### src/rtl/status_led_bank.sv
// ---------------------------------------------------------------------------
// status_led_bank
//
// Bank of N_CHAN status-LED channels running from the board clock. Each
// channel selects one of four modes: OFF, ON, BLINK (shared, free-running
// blink timebase so every blinking LED stays in phase) or STRETCH (a one-cycle
// event becomes a pulse of STRETCH_MS ticks). A global PWM duty control gates
// every output.
//
// Ports:
//   clk_33     in   sole clock
//   rst        in   synchronous reset, active-high
//   mode       in   2*N_CHAN bits; mode[2i+1:2i] for channel i:
//                   0 OFF, 1 ON, 2 BLINK, 3 STRETCH
//   event_in   in   N_CHAN per-channel event strobes, sampled every cycle
//   brightness in   PWM_BITS global duty: 0 = dark, all-ones = full
//   tick_ms    out  one-cycle strobe every TICK_DIV cycles (registered)
//   led        out  N_CHAN registered LED outputs
// ---------------------------------------------------------------------------
module status_led_bank #(
  parameter int N_CHAN        = 10,
  parameter int TICK_DIV      = 33000,
  parameter int BLINK_HALF_MS = 1000,
  parameter int STRETCH_MS    = 50,
  parameter int PWM_BITS      = 4
) (
  input  logic                  clk_33,
  input  logic                  rst,
  input  logic [2*N_CHAN-1:0]   mode,
  input  logic [N_CHAN-1:0]     event_in,
  input  logic [PWM_BITS-1:0]   brightness,
  output logic                  tick_ms,
  output logic [N_CHAN-1:0]     led
);

  localparam int DIV_W = $clog2(TICK_DIV);
  // A one-tick half-period still needs a 1-bit counter to stay legal.
  localparam int MS_W  = (BLINK_HALF_MS > 1) ? $clog2(BLINK_HALF_MS) : 1;
  localparam int S_W   = $clog2(STRETCH_MS + 1);

  localparam logic [DIV_W-1:0] DIV_LAST = DIV_W'(TICK_DIV - 1);
  localparam logic [MS_W-1:0]  MS_LAST  = MS_W'(BLINK_HALF_MS - 1);
  localparam logic [S_W-1:0]   S_LOAD   = S_W'(STRETCH_MS);

  localparam logic [1:0] MODE_OFF     = 2'd0;
  localparam logic [1:0] MODE_ON      = 2'd1;
  localparam logic [1:0] MODE_BLINK   = 2'd2;
  localparam logic [1:0] MODE_STRETCH = 2'd3;

  // Shared timing state
  logic [DIV_W-1:0]    div_cnt_q, div_cnt_d;
  logic                tick;
  logic                tick_ms_q, tick_ms_d;
  logic [MS_W-1:0]     ms_cnt_q, ms_cnt_d;
  logic                blink_phase_q, blink_phase_d;
  logic [PWM_BITS-1:0] pwm_cnt_q, pwm_cnt_d;
  logic                pwm_on;

  // Per-channel level before PWM gating, and the output register
  logic [N_CHAN-1:0]   raw;
  logic [N_CHAN-1:0]   led_q, led_d;

  // -------------------------------------------------------------------------
  // Prescaler, blink timebase and PWM counter
  // -------------------------------------------------------------------------
  always_comb begin
    tick          = (div_cnt_q == DIV_LAST);
    div_cnt_d     = tick ? '0 : div_cnt_q + DIV_W'(1);
    tick_ms_d     = tick;

    ms_cnt_d      = ms_cnt_q;
    blink_phase_d = blink_phase_q;
    if (tick) begin
      if (ms_cnt_q == MS_LAST) begin
        ms_cnt_d      = '0;
        blink_phase_d = ~blink_phase_q;
      end else begin
        ms_cnt_d      = ms_cnt_q + MS_W'(1);
      end
    end

    pwm_cnt_d     = pwm_cnt_q + PWM_BITS'(1);
    // All-ones brightness must be truly full-on; a plain compare would
    // leave one dark slot per PWM period.
    pwm_on        = (&brightness) | (pwm_cnt_q < brightness);

    led_d         = raw & {N_CHAN{pwm_on}};
  end

  always_ff @(posedge clk_33) begin
    if (rst) begin
      div_cnt_q     <= '0;
      tick_ms_q     <= 1'b0;
      ms_cnt_q      <= '0;
      blink_phase_q <= 1'b0;
      pwm_cnt_q     <= '0;
      led_q         <= '0;
    end else begin
      div_cnt_q     <= div_cnt_d;
      tick_ms_q     <= tick_ms_d;
      ms_cnt_q      <= ms_cnt_d;
      blink_phase_q <= blink_phase_d;
      pwm_cnt_q     <= pwm_cnt_d;
      led_q         <= led_d;
    end
  end

  // -------------------------------------------------------------------------
  // Per-channel stretch counter and mode mux
  // -------------------------------------------------------------------------
  genvar gi;
  generate
    for (gi = 0; gi < N_CHAN; gi++) begin : g_chan
      logic [S_W-1:0] s_cnt_q, s_cnt_d;
      logic [1:0]     ch_mode;
      logic           raw_bit;

      assign ch_mode = mode[2*gi +: 2];

      // The counter runs regardless of mode so that switching into STRETCH
      // shows whatever on-time is still pending. A new event always reloads,
      // even on a tick cycle, so the full on-time is never shortened.
      always_comb begin
        s_cnt_d = s_cnt_q;
        if (event_in[gi]) begin
          s_cnt_d = S_LOAD;
        end else if (tick && (s_cnt_q != '0)) begin
          s_cnt_d = s_cnt_q - S_W'(1);
        end
      end

      always_ff @(posedge clk_33) begin
        if (rst) begin
          s_cnt_q <= '0;
        end else begin
          s_cnt_q <= s_cnt_d;
        end
      end

      always_comb begin
        raw_bit = 1'b0;
        case (ch_mode)
          MODE_OFF:     raw_bit = 1'b0;
          MODE_ON:      raw_bit = 1'b1;
          MODE_BLINK:   raw_bit = blink_phase_q;
          MODE_STRETCH: raw_bit = (s_cnt_q != '0);
          default:      raw_bit = 1'b0;
        endcase
      end

      assign raw[gi] = raw_bit;
    end
  endgenerate

  assign tick_ms = tick_ms_q;
  assign led     = led_q;

endmodule

### config.mk
export PLATFORM = sky130hd
export DESIGN_NAME = status_led_bank
export DESIGN_NICKNAME = d
export VERILOG_FILES = /design/src/rtl/status_led_bank.sv
export SDC_FILE = /design/constraint.sdc
export NUM_CORES = 1
export LEC_CHECK = 0
export CAP_MARGIN = 20
export CELL_PAD_IN_SITES_DETAIL_PLACEMENT = 0
export CELL_PAD_IN_SITES_GLOBAL_PLACEMENT = 2
export CORE_UTILIZATION = 38
export DETAILED_ROUTE_END_ITERATION = 8
export PLACE_DENSITY_LB_ADDON = 0.15
export SYNTH_ARGS = -nofsm -noshare
export SYNTH_HDL_FRONTEND = slang
export SYNTH_SLANG_ARGS = --single-unit
### constraint.sdc
create_clock -name clk_33 -period 4.6 [get_ports clk_33]
set_input_delay 0.46 -clock clk_33 [delete_from_list [all_inputs] [get_ports clk_33]]
set_output_delay 0.46 -clock clk_33 [all_outputs]
set_load 0.01 [all_outputs]
==> results.py, run 1 <==
metrics = {
    "die": {
        "start_util": 0.3875,
        "core_um2": 13830,
        "die_area_um2": 14580,
        "fp-row-count": 43,
        "die_x_um": 120.7,
        "die_h_um": 120.7,
        "pin_count": 47,
    },
    "pwr": {
        "pwr-share-comb": 0.118,
        "ir_worst_vdd_uv": 168.0,
        "leakagePower_nw": 2.193,
        "p_sw_uw": 467.9,
        "cell_internal_pwr_mw": 1.408,
        "p_clk_frac": 0.382,
        "sequentialPowerShare": 0.500,
        "switching_share": 0.2495,
        "powerDensity_nw_per_um2": 303.3,
    },
    "job": {
        "maxCapViolations": 0,
    },
    "placement": {
        "gp_congestion": 0.8014,
        "portBuffers": 46,
        "hpwlAfterDp_um": 8636,
        "dp.cells": 844,
    },
    "logic_synthesis": {
        "ys_seq_elements": 102,
        "syn_area_um2": 5358,
        "syn_nets": 702,
        "synthArstFlopShare": 0,
        "syn_avg_cell_area_um2": 8.268,
        "synth_cell_type_count": 51,
        "synthCells": 648,
        "ys_seq_area_frac": 0.3811,
        "synth_edf_count": 0,
        "synthFlopType": "dfxtp_1",
        "yosys_warnings": 0,
    },
    "timing": {
        "worst_slew_pin_slew_ps": 848.1,
        "post-route-period-util": 0.5090,
        "drv_slew": 0,
        "finalHoldViolCount": 0,
        "slew_headroom": 0.4346,
        "fmax_mhz": 427.1,
        "setup_tns_ps": 0,
        "rsz0062_at_grt": "false",
        "skew_ps": 5.649,
        "min_period_ps": 2342,
        "finalSetupViolations": 0,
    },
    "critical_path": {
        "cp-endpoint": "div_cnt_q[11]$_SDFF_PP0_",
        "reg2regPathDepth": 5,
        "startpoint": "div_cnt_q[0]$_SDFF_PP0_",
        "r2r_slack_ps": 2260,
        "cp_data_arrival_time_ps": 2560,
        "required_ps": 4810,
        "critPathLaunchType": "flip-flop",
        "r2r-start": "div_cnt_q[0]$_SDFF_PP0_",
        "path_cells": "ha_1, and3_1, nand4_2, nand2b_1, nor2_1",
        "cp_slowest_stage_delay_ps": 720,
        "timing.rr.end": "div_cnt_q[11]$_SDFF_PP0_",
        "end_kind": "flip-flop",
        "path_class": "flip-flop to flip-flop",
        "path_max_fanout": 23,
        "critPathSlowestCell": "nand2b_1",
    },
    "layout": {
        "insertedDiodeCount": 0,
        "utilization": 0.4473,
        "layout-drive-gt1-share": 0.05744,
        "syn2layout_area_growth_pct": 15.44,
        "nets": 729,
        "instances_no_fill": 859,
        "seq_area_um2": 2042,
        "fill_cells": 1334,
        "multi_input_area_um2": 2942,
    },
    "global_routing": {
        "track_usage": 0.1925,
        "grt_pass1_vias": 4608,
        "grt_util_met2": 0.3114,
        "antenna_found_initial": 0,
        "grt.met1_usage": 0.2552,
        "busiest_layer": "met2",
        "grt_first_pass_wirelength_um": 22450,
        "grt_start_max_net_pins": 57,
        "overflow": 0,
        "grt_util_met3": 0.02830,
    },
    "clocking": {
        "cts-resized-gates": 0,
        "clk_latency_ps": 350,
        "cts-htree-levels": 3,
        "clk_pin_slew_ps": 60,
        "cts_made_buffers": 9,
        "cts.path.max_buffers": 2,
        "numClockSinks": 102,
        "cts_tree": "built",
        "ctsHoldBuffers": 0,
        "post-cts-setup-buffers": 0,
        "cts_root_buf": "clkbuf_16",
    },
    "outcome": {
        "status": "finished clean",
    },
    "routing": {
        "firstDrtPassIters": 5,
        "vias": 4892,
        "remaining_drc_errors": 0,
        "wire_per_inst_um": 15.43,
        "drtIter0Drc": 383,
        "routed_via_density": 5.695,
        "ant_nets": 0,
        "routed_wl_um": 13260,
    },
    "min_path": {
        "worst_hold_path_type": "flip-flop to flip-flop",
    },
}
[state kept, by name, indices dropped and copies added, names as in the netlist]
name,flops
g_chan.s_cnt_q,60
div_cnt_q,16
led,10
ms_cnt_q,10
pwm_cnt_q,4
blink_phase_q,1
tick_ms,1
[worst min path at each step]
stage / start / endpoint / slack (ps) / cells past startpoint
finish: div_cnt_q[0]$_SDFF_PP0_ / div_cnt_q[0]$_SDFF_PP0_ / 460 / 1
global route: div_cnt_q[0]$_SDFF_PP0_ / div_cnt_q[0]$_SDFF_PP0_ / 480 / 1
CTS: div_cnt_q[0]$_SDFF_PP0_ / div_cnt_q[0]$_SDFF_PP0_ / 460 / 1
detailed placement: div_cnt_q[0]$_SDFF_PP0_ / div_cnt_q[0]$_SDFF_PP0_ / 450 / 1
global placement: div_cnt_q[0]$_SDFF_PP0_ / div_cnt_q[0]$_SDFF_PP0_ / 430 / 1
floorplan: div_cnt_q[0]$_SDFF_PP0_ / div_cnt_q[0]$_SDFF_PP0_ / 410 / 1
[cells by family (layout without fill, tap and decap cells)]
kind of cell | count (synthesis) | after routing | synth area share
AND/OR/NAND/NOR | 256 | 256 | 0.2847
AO/OA/AOI/OAI | 165 | 165 | 0.2006
flip-flops | 102 | 102 | 0.3811
buffers and inverters | 94 | 125 | 0.06983
adder cells (fa/ha/maj) | 18 | 18 | 0.04204
XOR/XNOR | 12 | 12 | 0.01962
multiplexers | 1 | 1 | 0.002102
[worst max-delay path, delay by kind of cell (launching register included)]
kind,cells,cell delay [ps]
DFF,1,350
adders and majority gates,1,240
and+or+nand+nor,4,1610
[per-stage QoR]
stage / hold WS, ps / total power, mW / area [um2] / setup WS, ps
finish: 455.0 / 1.876 / 6185 / 2258
global route: 476.5 / 1.963 / 6185 / 1974
CTS: 462.1 / 1.906 / 6185 / 2206
detailed placement: 452.8 / 1.179 / 5916 / 2203
global placement: 434.1 / 1.176 / 5916 / 2255
floorplan: 413.2 / 1.085 / 5358 / 2904
[cell usage in the layout, fill, tap and decap left out, types with 6 or more instances in the layout]
master / n
or2_2: 16
a311oi_1: 18
nand4b_1: 6
nor3b_1: 9
clkdlybuf4s50_1: 45
o21ai_0: 28
a21oi_1: 44
nor3_1: 35
nor4_1: 7
and3_1: 7
o31ai_1: 10
nand4_1: 17
xnor2_1: 6
or3_1: 20
nor4b_1: 10
ha_1: 18
a211oi_1: 23
xor2_1: 6
a31oi_1: 22
nor2_1: 37
and4_1: 6
nand2_1: 20
nand3_1: 25
clkbuf_16: 9
dfxtp_1: 102
or4_1: 16
inv_1: 61
[per-layer routing]
layer / routed length (um) / part of all wire
met2: 5974 / 0.45
met1: 6564 / 0.50
met3: 452 / 0.034
met5: 0 / 0
met4: 263 / 0.020
[Yosys cell counts (6+ instances only)]
master	instances	area, um2
a211oi_1	23	172.7
a21oi_1	44	220.2
a311oi_1	18	157.7
a31oi_1	22	137.6
and3_1	7	43.79
and4_1	6	52.55
buf_2	10	50.05
clkbuf_1	19	71.32
dfxtp_1	102	2042
ha_1	18	225.2
inv_1	61	229.0
nand2_1	20	75.07
nand3_1	25	125.1
nand4_1	17	106.4
nand4b_1	6	52.55
nor2_1	37	138.9
nor3_1	35	175.2
nor3b_1	9	67.56
nor4_1	7	43.79
nor4b_1	10	87.58
o21ai_0	28	140.1
o31ai_1	10	75.07
or2_2	16	100.1
or3_1	20	125.1
or4_1	16	120.1
xnor2_1	6	52.55
xor2_1	6	52.55
[power by group through the flow]
| stage | combinational [mW] | clock, mW | sequential [mW] |
|---|---|---|---|
| finish | 0.222 | 0.716 | 0.937 |
| floorplan | 0.131 | 0 | 0.954 |
| CTS | 0.223 | 0.746 | 0.937 |
| detailed placement | 0.222 | 0 | 0.957 |
| global route | 0.248 | 0.774 | 0.941 |
| global placement | 0.220 | 0 | 0.956 |
[cell type report]
class / instances / share of cell area
multi-input combinational: 452 / 0.4756
sequential: 102 / 0.3302
timing repair buffer: 49 / 0.07728
clock buffer: 14 / 0.04269
inverter: 61 / 0.03702
tap: 180 / 0.03642
clock inverter: 1 / 0.0008092
Power figures use the tool's default switching activity.
==> run 2, diff against run 1 <==
CORE_UTILIZATION = 32   (was 38)
clock period = 2.1 ns   (was 4.6 ns; I/O delays follow)
==> results.py, run 2 (synthesis gave the netlist of run 1 again) <==
metrics = {
    "layout": {
        "fill_cells": 1657,
        "syn2layout_area_growth_pct": 19.78,
        "finish.instance_area_um2": 6417,
        "regMostFlops": "g_chan.s_cnt_q",
        "multi_input_area_um2": 2943,
        "largest_reg_flops": 60,
        "final_common_cell": "dfxtp_1",
        "final_cell_mix": "dfxtp_1, inv_1, clkdlybuf4s50_1",
        "nets": 744,
        "insertedDiodeCount": 0,
        "largest_registers": "g_chan.s_cnt_q (60), div_cnt_q (16)",
        "layout-drive-gt1-share": 0.08069,
        "seq_area_um2": 2042,
    },
    "critical_path": {
        "r2r-start": "div_cnt_q[11]$_SDFF_PP0_",
        "reg2regPathDepth": 5,
        "r2r_slack_ps": 170,
        "path_class": "flip-flop to flip-flop",
        "critPathLaunchType": "flip-flop",
        "cp_data_arrival_time_ps": 2200,
        "required_ps": 2380,
        "end_kind": "flip-flop",
        "startpoint": "div_cnt_q[11]$_SDFF_PP0_",
        "path_max_fanout": 40,
        "timing.rr.end": "g_chan[1].s_cnt_q[3]$_SDFFE_PP0P_",
    },
    "min_path": {
        "whs_endpoint": "pwm_cnt_q[3]$_SDFF_PP0_",
        "hold_path_depth": 2,
        "worst_hold_path_type": "input pin to flip-flop",
        "min-delay-start": "rst",
    },
    "placement": {
        "portBuffers": 46,
        "placed_cell_area_um2": 6112,
        "hpwlAfterDp_um": 9732,
        "gp_congestion": 0.7632,
        "dpl_worst_slack_ps": 169.7,
    },
    "clocking": {
        "numClockSinks": 102,
        "ctsHoldBuffers": 0,
        "cts_tree": "built",
        "post-cts-setup-buffers": 0,
        "clk_latency_ps": 350,
        "cts_made_buffers": 9,
        "cts-resized-gates": 0,
        "clk_pin_slew_ps": 70,
        "cts.path.max_buffers": 2,
        "cts_root_buf": "clkbuf_16",
        "cts-htree-levels": 3,
    },
    "die": {
        "start_util": 0.3325,
        "die_area_um2": 17260,
        "pin_count": 47,
        "fp-row-count": 46,
        "die_h_um": 131.4,
        "core_um2": 16120,
        "die_x_um": 131.4,
    },
    "timing": {
        "setup_tns_ps": 0,
        "post-route-period-util": 0.9177,
        "worst_slew_pin_slew_ps": 742.9,
        "skew_ps": 7.954,
        "finalHoldWorstSlack_ps": 314.4,
        "rsz0062_at_grt": "false",
        "min_period_ps": 1927,
        "fmax_mhz": 518.9,
        "slew_headroom": 0.5040,
        "finalSetupViolations": 0,
        "worst_slack_ps": 172.7,
        "finalHoldViolCount": 0,
        "drv_slew": 0,
    },
    "routing": {
        "firstDrtPassIters": 4,
        "vias": 4917,
        "routed_via_density": 5.403,
        "ant_nets": 0,
        "wire_per_inst_um": 15.28,
        "drtIter0Drc": 297,
        "routed_wl_um": 13910,
        "remaining_drc_errors": 0,
    },
    "global_routing": {
        "track_usage": 0.1677,
        "antenna_found_initial": 0,
        "grt_pass1_vias": 4729,
        "grt_first_pass_wirelength_um": 23360,
        "overflow": 0,
        "grt_start_max_net_pins": 45,
    },
    "pwr": {
        "powerDensity_nw_per_um2": 671.9,
        "leakagePower_nw": 2.291,
        "ir_worst_vdd_uv": 475.4,
        "finalPower_mw": 4.312,
    },
    "job": {
        "maxCapViolations": 0,
    },
    "outcome": {
        "status": "finished clean",
    },
}
-- run 2: worst max path at each step --
stage | end | slack, ps | depth (start not counted)
2_1_floorplan | g_chan[3].s_cnt_q[3]$_SDFFE_PP0P_ | 400 | 7
6_report | g_chan[1].s_cnt_q[3]$_SDFFE_PP0P_ | 170 | 5
5_1_grt | g_chan[1].s_cnt_q[3]$_SDFFE_PP0P_ | 30 | 6
4_1_cts | g_chan[1].s_cnt_q[3]$_SDFFE_PP0P_ | 150 | 5
3_3_place_gp | g_chan[7].s_cnt_q[3]$_SDFFE_PP0P_ | 170 | 5
3_5_place_dp | g_chan[1].s_cnt_q[3]$_SDFFE_PP0P_ | 170 | 5
-- run 2: area by class of cell --
type | count | share of cell area
Clock buffer | 11 | 0.03626
Timing Repair Buffer | 64 | 0.09787
Multi-Input combinational cell | 452 | 0.4586
Tap cell | 216 | 0.04211
Inverter | 61 | 0.03568
Clock inverter | 4 | 0.01131
Sequential cell | 102 | 0.3182
-- run 2: critical path, stage by stage (launching register included) --
cell,delay (ps)
dfxtp_1,360
nor4_1,400
nand4_1,200
buf_12,220
or4_1,520
a21oi_1,150
-- run 2: routing by layer --
layer,track usage,vias up,part of all wire
met5,0,-,0
met4,0.04780,0,0.012
li1,-,2496,-
met2,0.2793,84,0.46
met3,0.03819,9,0.035
met1,0.2156,2328,0.49
-- run 2: per-stage QoR --
stage               std cells  utilization
floorplan                 648            -
global placement          895       0.3793
detailed placement        895       0.3793
CTS                       910       0.3982
global route              910       0.3982
finish                    910       0.3982
-- run 2: power breakdown --
part,switching [mW],internal (mW)
Sequential,0.0544,2.00
Combinational,0.268,0.231
Clock,0.721,1.04
Total,1.04,3.27
